$ cat src/rtl/output_router.sv
// Output router: latches the array's bottom-edge partial sums on the capture pulse
// and streams them to the output buffer at a persistent, wrapping write address.
//
// state | meaning
// IDLE  | waiting for capture and/or i_en with a valid buffer
// WRITE | streaming one buffered sum per cycle to the output buffer
// DONE  | context written, o_done held until i_en drops
module output_router #(
  parameter int ROWS       = 2,
  parameter int DATA_WIDTH = 16,
  parameter int ADDR_WIDTH = 8
) (
  input  logic                       i_clk,
  input  logic                       i_nrst,
  input  logic                       i_reg_clear,
  input  logic                       i_psum_out_en,
  input  logic [ROWS*DATA_WIDTH-1:0] i_psum,
  input  logic                       i_en,
  input  logic [ADDR_WIDTH-1:0]      i_route_size,
  output logic [DATA_WIDTH-1:0]      o_data_out,
  output logic [ADDR_WIDTH-1:0]      o_addr,
  output logic                       o_write_en,
  output logic                       o_done,
  output logic [ADDR_WIDTH-1:0]      o_total_writes
);

  localparam int IW = $clog2(ROWS + 1);

  typedef enum logic [1:0] {IDLE, WRITE, DONE} state_t;

  state_t                     state;
  logic [ROWS*DATA_WIDTH-1:0] buf_q;
  logic                       buf_valid;
  logic [ADDR_WIDTH-1:0]      ptr;
  logic [IW-1:0]              idx;
  logic [IW-1:0]              n_lat;
  logic [IW-1:0]              n_req;

  always_comb begin
    n_req = IW'(ROWS);
    if (i_route_size < ADDR_WIDTH'(ROWS)) n_req = IW'(i_route_size);
  end

  assign o_total_writes = ptr;

  // idx holds the index of the next row to write; row 0 is issued on the IDLE exit edge
  always_ff @(posedge i_clk or negedge i_nrst) begin
    if (!i_nrst) begin
      state      <= IDLE;
      buf_q      <= '0;
      buf_valid  <= 1'b0;
      ptr        <= '0;
      idx        <= '0;
      n_lat      <= '0;
      o_data_out <= '0;
      o_addr     <= '0;
      o_write_en <= 1'b0;
      o_done     <= 1'b0;
    end else if (i_reg_clear) begin
      state      <= IDLE;
      buf_q      <= '0;
      buf_valid  <= 1'b0;
      ptr        <= '0;
      idx        <= '0;
      n_lat      <= '0;
      o_data_out <= '0;
      o_addr     <= '0;
      o_write_en <= 1'b0;
      o_done     <= 1'b0;
    end else begin
      case (state)
        IDLE: begin
          if (i_psum_out_en) begin
            buf_q     <= i_psum;
            buf_valid <= 1'b1;
          end else if (i_en && buf_valid) begin
            n_lat <= n_req;
            if (n_req != '0) begin
              state      <= WRITE;
              o_write_en <= 1'b1;
              o_data_out <= buf_q[DATA_WIDTH-1:0];
              o_addr     <= ptr;
              ptr        <= ptr + 1'b1;
              idx        <= IW'(1);
            end else begin
              state     <= DONE;
              o_done    <= 1'b1;
              buf_valid <= 1'b0;
            end
          end
        end
        WRITE: begin
          if (idx == n_lat) begin
            state      <= DONE;
            o_write_en <= 1'b0;
            o_done     <= 1'b1;
            buf_valid  <= 1'b0;
          end else begin
            o_write_en <= 1'b1;
            o_data_out <= buf_q[idx*DATA_WIDTH +: DATA_WIDTH];
            o_addr     <= ptr;
            ptr        <= ptr + 1'b1;
            idx        <= idx + 1'b1;
          end
        end
        DONE: begin
          if (!i_en) begin
            state  <= IDLE;
            o_done <= 1'b0;
          end
        end
        default: state <= IDLE;
      endcase
    end
  end

endmodule

$ cat config.mk
export PLATFORM = sky130hd
export DESIGN_NAME = output_router
export DESIGN_NICKNAME = d
export VERILOG_FILES = /design/src/rtl/output_router.sv
export SDC_FILE = /design/constraint.sdc
export NUM_CORES = 1
export LEC_CHECK = 0
export CAP_MARGIN = 20
export CORE_ASPECT_RATIO = 0.7
export CORE_MARGIN = 2
export CORE_UTILIZATION = 35
export DETAILED_ROUTE_END_ITERATION = 8
export HOLD_SLACK_MARGIN = 0.03
export SETUP_SLACK_MARGIN = 0.1
export SYNTH_ARGS = -nofsm -noshare
export SYNTH_HDL_FRONTEND = slang
export SYNTH_SLANG_ARGS = --single-unit
$ cat constraint.sdc
create_clock -name i_clk -period 2.8 [get_ports i_clk]
set_clock_uncertainty 0.2 [all_clocks]
set_input_delay 0.42 -clock i_clk [delete_from_list [all_inputs] [get_ports i_clk]]
set_output_delay 0.42 -clock i_clk [all_outputs]
set_load 0.005 [all_outputs]
==> run_results.csv, run 1 <==
group,metric,value,unit
logic_synthesis,synth_edf_count,0,
sta,timing.final.crit_share,81.99,%
setup_path,r2r-end,"o_data_out[2]",
placement,pre_cts_ws,0.2020,ns
setup_path,critPathRequiredTime,2.81,ns
clock_tree,clk_pin_slew,0.06,ns
setup_path,end_kind,"flip-flop",
detailed_routing,drt_iter0_markers,140,
die,initial_core_util,36.40,%
clock_tree,htreeDepth,3,
final_layout,stdcell_count,530,
die,ioPinCount,79,
final_layout,antenna_cells,0,
logic_synthesis,synth_seq_cells,73,
setup_path,slowest_delay,0.48,ns
job,cap_viol_max_count,0,
sta,max_freq,0.4356,GHz
worst_hold_path,hp-class,"in -> async",
final_layout,nets,447,
clock_tree,cts-root-buf,"clkbuf_16",
detailed_routing,firstDrtPassIters,4,
logic_synthesis,synth_nets,376,
setup_path,path_cells,"and2b_4 > nor3b_4 > a22o_4 > nand2_1 > o31ai_1",
sta,slew_headroom,39.30,%
final_layout,area_delta_synth_final,35.72,%
detailed_routing,finalWirelength,7791,um
logic_synthesis,syn_area_per_cell,10.13,um2
global_route,grt_first_pass_wirelength,12900,um
global_route,antenna_found_initial,0,
logic_synthesis,yosys_warnings,0,
setup_path,r2r_setup_slack,0.50,ns
logic_synthesis,synth_flop_cell,"dfrtp_1",
logic_synthesis,synthArstFlopShare,100.0,%
sta,worstMarginPinSlew,0.9105,ns
sta,finalHoldWorstSlack,0.03106,ns
detailed_routing,drc_errors,0,
detailed_routing,ant_nets,0,
pwr,peakVddDrop,0.3210,mV
placement,gp_congestion,0.7268,
sta,fin_ws,0.5042,ns
logic_synthesis,syn_area,3342,um2
setup_path,criticalPathCategory,"reg -> reg",
global_route,gr-usage-all-layers,15.94,%
die,die_x,120.8,um
die,die_y,85.76,um
detailed_routing,viasPerCell,4.936,
logic_synthesis,synth_cell_type_count,45,
sta,setup_viol,0,
placement,placed_cells,514,
clock_tree,cts.repair_timing.setup_buffer_count,0,
setup_path,cp_max_fo,41,
detailed_routing,routedWlPerCell,14.70,um
clock_tree,clk_path_buf_depth,2,
setup_path,rr_worst_depth,5,
die,design.core.area,9180,um2
die,rows,29,
sta,grt_setup_unrepaired,"no",
sta,slew_viol_final,0,
global_route,grt_pass1_vias,2545,
logic_synthesis,ys_seq_area_share,54.66,%
clock_tree,ctsHoldBuffers,0,
global_route,grt-ovfl-total,0,
placement,numPortBuffers,78,
detailed_routing,via_count,2616,
clock_tree,cts_resized,0,
final_layout,drive_above_1_share,8.867,%
clock_tree,cts_made_buffers,9,
placement,hpwl,5224,um
sta,final.setup.tns,0,ns
pwr,p_per_area,649.3,nW/um2
die,die-area,10360,um2
setup_path,cpMaxStageDelayCell,"a22o_4",
setup_path,cp_data_arrival_time,2.30,ns
logic_synthesis,syn_inst,330,
clock_tree,cts_tree,"yes",
pwr,leakagePower,1.986,nW
global_route,grt_max_degree,74,
sta,period_minus_slack,2.296,ns
status,outcome,"finished, final reports clean",
sta,hold_viol_final,0,
clock_tree,clkLatencyLatePin,0.32,ns
clock_tree,cts_num_sinks,73,
setup_path,r2r_start,"state[1]",
setup_path,critPathLaunchType,"flip-flop",
==> registers in the layout, indices dropped and copies added, names as in the netlist <==
signal / count
o_write_en: 1
o_data_out: 16
n_lat: 2
buf_valid: 1
o_addr: 8
idx: 2
o_done: 1
o_total_writes: 8
buf_q: 32
state: 2
==> cells by family (layout without fill, tap and decap cells) <==
logic type / after synthesis / after routing / share of synthesized area [%]
buffers and inverters: 25 / 101 / 3.407
XOR/XNOR: 4 / 4 / 1.048
AND/OR/NAND/NOR: 127 / 127 / 18.35
multiplexers: 21 / 21 / 6.439
adder cells (fa/ha/maj): 1 / 1 / 0.3743
flip-flops: 73 / 73 / 54.66
AO/OA/AOI/OAI: 79 / 79 / 15.72
==> synth_stat cells, types with 2 or more instances <==
master,instances,area share (%)
mux2_1,2,0.67
a211oi_1,5,1.1
dfrtp_1,73,55
clkbuf_1,14,1.6
buf_4,2,0.45
inv_1,4,0.45
o21ai_0,3,0.45
nor2b_1,5,0.94
nor2_1,10,1.1
mux2i_1,17,5.1
nor4_1,3,0.56
mux2_2,2,0.67
a21oi_1,39,5.8
xor2_1,2,0.52
nand3_1,3,0.45
buf_2,4,0.60
xnor2_1,2,0.52
nand2_1,89,10
nand4_1,2,0.37
a22o_1,9,2.4
o31ai_1,16,3.6
==> critical path, delay by kind of cell, from the launching register on <==
kind,cells,cell delay (ns)
compound gates,2,0.58
simple gates,3,0.91
flops,1,0.47
==> worst max path at each step <==
stage | start | to | slack, ns | cells past startpoint
finish | state[1] | o_data_out[2] | 0.50 | 5
floorplan | i_psum_out_en | o_total_writes[5] | 0.77 | 6
detailed placement | i_route_size[5] | o_data_out[2] | 0.20 | 6
CTS | state[0] | o_data_out[2] | 0.48 | 5
global placement | i_route_size[5] | o_total_writes[6] | 0.34 | 6
global route | state[0] | o_data_out[2] | 0.28 | 5
==> placed cells by master (no fill, tap or decap), drive strengths merged, types with 10 or more instances in the layout <==
master,netlist,routed
a22o,10,10
nor2,11,11
clkdlybuf4s50,0,76
clkbuf,14,11
mux2i,17,17
dfrtp,73,73
nand2,90,90
o31ai,16,16
a21oi,40,40
==> report_power, final <==
group	switching, mW	total, mW	internal (mW)
registers	0.0690	1.20	1.13
logic	0.233	0.453	0.220
clock network	0.420	1.29	0.871
==> metal layers <==
| metal | track usage [%] | part of all wire [%] |
|---|---|---|
| met4 | 3.171 | 0.58 |
| met3 | 4.455 | 5.8 |
| met1 | 23.16 | 50 |
| met2 | 23.99 | 44 |
| met5 | 0 | 0 |
==> cell type report <==
class	count	area (um2)
fill	885	4644
sequential	73	1827
multi-input combinational	232	1406
timing repair buffer	81	795.8
clock buffer	11	232.7
tap	124	155.1
clock inverter	5	103.9
inverter	4	15.01
==> stage by stage <==
stage	instance area (um2)	total power [mW]	utilization, %
floorplan	3342	1.459	-
global placement	4199	1.670	45.74
detailed placement	4199	1.679	45.74
CTS	4536	2.975	49.41
global route	4536	3.074	49.41
finish	4536	2.945	49.41
Note: power is estimated with default switching activity, not from simulation.
==> inputs of run 2 (changes only) <==
- clock period: 2.8 -> 2.4 ns (I/O delays scaled with it)
==> run 2 against run 1 <==
Compared with the run above: die area unchanged; routed wire length grew 7.1%; clock power grew 29%; first-iteration DRC count increased by 24%; utilization up 1.8 points; non-clock buffer count grew 10; critical endpoint is now o_total_writes[5]; highest routed layer unchanged.
==> run_results.csv, run 2 (same netlist as run 1, synthesis figures left out) <==
group,metric,value,unit
final_layout,largest_reg_flops,32,
final_layout,drive_above_1_share,11.51,%
pwr,total_power,3.650,mW
setup_path,r2r_start,"state[1]",
clock_tree,htreeDepth,3,
die,design.core.area,9180,um2
setup_path,cp_data_arrival_time,2.17,ns
die,initial_core_util,36.40,%
placement,numPortBuffers,78,
die,die-area,10360,um2
pwr,intPower,2.783,mW
setup_path,cp.buffers_inverters,1,
die,ioPinCount,79,
clock_tree,cts_num_sinks,73,
sta,finalHoldWorstSlack,0.2798,ns
pwr,peakVddDrop,0.4016,mV
setup_path,crit_family,"simple AND/OR/NAND/NOR gates",
clock_tree,cts-root-buf,"clkbuf_16",
detailed_routing,viasPerCell,5.020,
final_layout,stdcell_count,541,
setup_path,cpMaxStageDelayCell,"dfrtp_1",
sta,slew_headroom,55.86,%
clock_tree,clkLatencyLatePin,0.33,ns
final_layout,stdcell_area,4697,um2
pwr,p_clk_share,45.9,%
die,rows,29,
global_route,grt-ovfl-total,0,
setup_path,slowest_delay,0.39,ns
final_layout,top_register,"buf_q",
detailed_routing,via_count,2716,
placement,place_area,4292,um2
setup_path,r2r_setup_slack,0.25,ns
pwr,leakagePower,2.073,nW
setup_path,path_cells,"buf_4 > nand4bb_4 > a21o_4 > and2_4 > nor4_1 > mux2_1",
global_route,grt_max_degree,42,
pwr,sw_frac_of_total,23.76,%
detailed_routing,routedWlPerCell,15.42,um
placement,hpwl,5652,um
sta,slew_viol_final,0,
sta,worstMarginPinSlew,0.6605,ns
status,outcome,"finished, final reports clean",
setup_path,critPathRequiredTime,2.42,ns
detailed_routing,firstDrtPassIters,4,
final_layout,area_delta_synth_final,40.55,%
setup_path,critPathLaunch,"state[1]",
pwr,p_sw,0.8673,mW
final_layout,largestRegisters,"buf_q (32), o_data_out (16)",
final_layout,nets,458,
sta,setup_viol,0,
sta,max_freq,0.4654,GHz
clock_tree,clk_path_buf_depth,2,
final_layout,final_cell_mix,"nand2_1 (89), clkdlybuf4s50_1 (76), dfrtp_1 (73)",
global_route,gr-usage-all-layers,17.00,%
pwr,seqPwrFrac,38.2,%
setup_path,r2r-end,"o_total_writes[5]",
sta,grt_setup_unrepaired,"no",
sta,final.setup.tns,0,ns
sta,timing.final.crit_share,89.52,%
detailed_routing,drt_iter0_markers,174,
final_layout,final_core_util,51.17,%
placement,gp_congestion,0.7387,
setup_path,criticalPathCategory,"reg -> reg",
final_layout,antenna_cells,0,
setup_path,endpoint,"o_total_writes[5]",
die,die_y,85.76,um
global_route,grt_pass1_vias,2697,
final_layout,fillers,860,
worst_hold_path,hp-class,"reg -> reg",
setup_path,end_kind,"flip-flop",
detailed_routing,ant_nets,0,
clock_tree,cts.repair_timing.setup_buffer_count,0,
detailed_routing,finalWirelength,8343,um
pwr,pwr-share-comb,15.9,%
clock_tree,cts_made_buffers,9,
sta,period_minus_slack,2.148,ns
sta,fin_ws,0.2515,ns
global_route,antenna_found_initial,0,
sta,hold_viol_final,0,
setup_path,rr_worst_depth,6,
final_layout,final_common_cell,"nand2_1",
die,die_x,120.8,um
clock_tree,clk_pin_slew,0.06,ns
pwr,p_per_area,777.1,nW/um2
clock_tree,cts_tree,"yes",
setup_path,cp_max_fo,8,
global_route,grt_first_pass_wirelength,13510,um
setup_path,critPathLaunchType,"flip-flop",
placement,placed_cells,523,
setup_path,cp.depth,6,
detailed_routing,drc_errors,0,
placement,pre_cts_ws,-0.03794,ns
job,cap_viol_max_count,0,
-- run 2: cell count changes in the layout (fill, tap and decap cells not counted) --
cell | before | now
a22o_4 | 1 | 2
buf_12 | 0 | 2
buf_4 | 4 | 11
bufinv_16 | 3 | 4
clkbuf_1 | 2 | 0
clkbuf_8 | 0 | 2
clkinv_4 | 1 | 0
dlygate4sd3_1 | 0 | 1
-- run 2: final cells by class --
cell class	instances	area (um2)	share of cell area [%]
tap	124	155.1	3.303
inverter	4	15.01	0.3197
timing repair buffer	91	898.4	19.13
sequential	73	1827	38.89
clock buffer	11	252.7	5.381
multi-input combinational	233	1424	30.31
clock inverter	5	125.1	2.664
-- run 2: timing repair --
item / in CTS / in global routing
setup endpoints to repair: 0 / 2
gates resized for setup: 0 / 1
endpoints found under the hold margin: 34 / 0
hold buffers: 1 / 0
-- run 2: worst min-delay path by stage --
stage                        start              to  slack (ns)  cells after the start
floorplan                   i_nrst        buf_q[0]       -0.14                      0
global placement            i_nrst       o_addr[4]        0.14                      1
detailed placement          i_nrst       o_addr[4]        0.15                      1
CTS                    i_reg_clear        state[1]        0.27                      3
global route           i_reg_clear        buf_q[2]        0.29                      3
finish              o_data_out[11]  o_data_out[11]        0.28                      2
-- run 2: power by group through the flow --
stage               Combinational, mW  Sequential, mW  Clock, mW
floorplan                       0.301            1.40          0
detailed placement              0.574            1.42          0
CTS                             0.577            1.40       1.70
global placement                0.561            1.41          0
finish                          0.580            1.40       1.67
global route                    0.642            1.41       1.76
-- run 2: metal layers --
metal	GRT usage (%)	vias to the layer above	part of all wire, %
met4	5.497	0	1.2
met2	25.58	75	44
met5	0	-	0
met1	23.53	1314	50
li1	-	1316	-
met3	5.253	11	5.4
-- run 2: tightest hold or removal path, stage by stage (launching register included) --
cell and delay [ns]:
dfrtp_1 0.34, nand2_1 0.05, o31ai_1 0.05
==> inputs of run 3 (changes only) <==
- CTS_CLUSTER_DIAMETER: unset -> 40
- SETUP_SLACK_MARGIN: 0.1 -> 0.5
==> run 3 against run 2 <==
Compared with the run above: die area did not move; register-to-register slack improved by 0.17 ns; total power fell by 4.9%; non-clock buffer count rose by 16; clock power fell by 17%; sequential cell count did not move; via count rose by 3.7%; final area rose by 5.4%; count of clock-buffer cells in the layout rose by 3; first-iteration DRC count fell by 16%.
==> run_results.csv, run 3 (same netlist as run 1, synthesis figures left out) <==
group,metric,value,unit
worst_hold_path,min_from,"o_data_out[10]",
die,die_y,85.76,um
final_layout,largestRegisters,"buf_q (32), o_data_out (16)",
clock_tree,htreeDepth,3,
final_layout,regArea,1836,um2
detailed_routing,drc_errors,0,
die,die-area,10360,um2
setup_path,criticalPathCategory,"reg -> reg",
final_layout,final_cell_mix,"nand2_1 (88), clkdlybuf4s50_1 (68), dfrtp_1 (66)",
worst_hold_path,holdPathEnd,"o_data_out[10]",
global_route,antenna_found_initial,0,
detailed_routing,firstDrtPassIters,4,
worst_hold_path,hold_path_depth,2,
clock_tree,cts-root-buf,"clkbuf_16",
setup_path,r2r_start,"state[0]",
pwr,pwr-share-comb,19.9,%
final_layout,multi_input_area,1617,um2
final_layout,area_delta_synth_final,48.15,%
pwr,sw_frac_of_total,26.24,%
detailed_routing,finalWirelength,8780,um
clock_tree,cts_num_sinks,73,
detailed_routing,drt_iter0_markers,147,
clock_tree,clkLatencyLatePin,0.33,ns
pwr,leakagePower,2.194,nW
die,initial_core_util,36.40,%
sta,grt_setup_unrepaired,"yes",
worst_hold_path,hp-class,"reg -> reg",
sta,timing.final.crit_share,82.35,%
global_route,gr-usage-all-layers,16.82,%
clock_tree,cts_made_buffers,9,
global_route,grt-ovfl-total,0,
setup_path,cp_data_arrival_time,2.00,ns
job,cap_viol_max_count,0,
detailed_routing,routedWlPerCell,15.71,um
setup_path,critPathRequiredTime,2.42,ns
placement,placed_cells,519,
pwr,p_per_area,701.4,nW/um2
setup_path,cpMostUsedCell,"buf_6",
setup_path,critPathLaunchType,"flip-flop",
sta,setup_viol,0,
final_layout,largest_reg_flops,32,
sta,final.setup.tns,0,ns
setup_path,r2r_setup_slack,0.42,ns
final_layout,fillers,834,
pwr,p_clk_share,39.8,%
setup_path,path_cells,"and2b_4 > nor3b_4 > buf_6 > buf_6 > nor4_4 > mux2_4",
die,design.core.area,9180,um2
sta,fin_ws,0.4236,ns
die,die_x,120.8,um
final_layout,top_register,"buf_q",
clock_tree,clk_pin_slew,0.06,ns
sta,slew_headroom,68.59,%
global_route,grt_first_pass_wirelength,13460,um
pwr,intPower,2.561,mW
die,ioPinCount,79,
die,rows,29,
setup_path,slowest_delay,0.43,ns
pwr,p_sw,0.9113,mW
final_layout,nets,476,
setup_path,end_kind,"flip-flop",
sta,worstMarginPinSlew,0.4712,ns
detailed_routing,via_count,2816,
final_layout,drive_above_1_share,20.92,%
setup_path,r2r-end,"o_total_writes[5]",
final_layout,final_common_cell,"nand2_1",
sta,period_minus_slack,1.976,ns
placement,hpwl,5471,um
global_route,grt_pass1_vias,2780,
pwr,peakVddDrop,0.3772,mV
setup_path,rr_worst_depth,6,
final_layout,stdcell_count,559,
status,outcome,"finished, final reports clean",
placement,gp_congestion,0.7768,
sta,hold_viol_final,0,
detailed_routing,ant_nets,0,
setup_path,cpMaxStageDelayCell,"dfrtp_2",
sta,slew_viol_final,0,
final_layout,antenna_cells,0,
detailed_routing,viasPerCell,5.038,
sta,max_freq,0.5060,GHz
placement,numPortBuffers,78,
pwr,seqPwrFrac,40.3,%
global_route,grt_max_degree,42,
setup_path,cp_max_fo,6,
placement,pre_cts_ws,0.07022,ns
clock_tree,clk_path_buf_depth,2,
clock_tree,cts_tree,"yes",
## run 3: changes by cell type in the layout (fill, tap and decap cells not counted), sizes merged
cell	delta
buf	+16
clkbuf	+3
a22o	+2
dlygate4sd2	+8
clkdlybuf4s50	-8
bufinv	-3
## run 3: final cells by class
type / count / share of cell area, %
Timing Repair Buffer: 107 / 20.60
Tap cell: 124 / 3.134
Sequential cell: 73 / 37.07
Clock inverter: 2 / 0.7076
Clock buffer: 14 / 5.534
Multi-Input combinational cell: 235 / 32.65
Inverter: 4 / 0.3033
## run 3: per-stage QoR
stage          hold WS [ns]  total power, mW  util (%)  area, um2
6_report             0.2759            3.473     53.93       4951
3_3_place_gp         0.1482            1.965     46.50       4269
3_5_place_dp         0.1536            1.976     46.50       4269
4_1_cts              0.2223            3.418     51.60       4737
5_1_grt              0.2649            3.637     53.93       4951
2_1_floorplan       -0.1356            1.703         -       3362
## run 3: repair_timing
action / in CTS / in global routing
pin swaps: 4 / 7
cloned: 0 / 3
endpoints found under the hold margin: 36 / 0
endpoints found under the setup margin: 47 / 39
gates resized for setup: 22 / 24
hold buffers: 1 / 0
buffers inserted: 11 / 9
## run 3: power by group through the flow
stage / Combinational [mW] / Sequential (mW) / Clock, mW
3_3_place_gp: 0.544 / 1.42 / 0
5_1_grt: 0.756 / 1.41 / 1.47
6_report: 0.692 / 1.40 / 1.38
4_1_cts: 0.603 / 1.40 / 1.42
3_5_place_dp: 0.554 / 1.42 / 0
2_1_floorplan: 0.302 / 1.40 / 0
## run 3: routing by layer
metal	part of all wire [%]	track usage [%]	wire, um	up-vias
met2	44	25.89	3889	73
met3	5.2	5.186	460	5
met5	0	0	0	-
li1	-	-	-	1358
met4	0.69	5.285	61	0
met1	50	22.91	4369	1380
## run 3: how the worst max path moves through the flow
stage	start	endpoint	slack, ns	cells after the start
after floorplan	state[1]	o_total_writes[7]	0.43	5
after global placement	i_en	o_total_writes[7]	0.13	6
after detailed placement	i_route_size[5]	o_data_out[1]	0.07	6
after CTS	state[1]	o_total_writes[2]	0.45	7
after global routing	state[1]	o_total_writes[2]	0.38	7
final	state[0]	o_total_writes[5]	0.42	6
## run 3: worst max-delay path, delay by kind of cell, from the launching register on
kind | cells | cell delay, ns
and+or+nand+nor | 3 | 0.64
muxes | 1 | 0.32
buffers and inverters | 2 | 0.27
DFF | 1 | 0.43
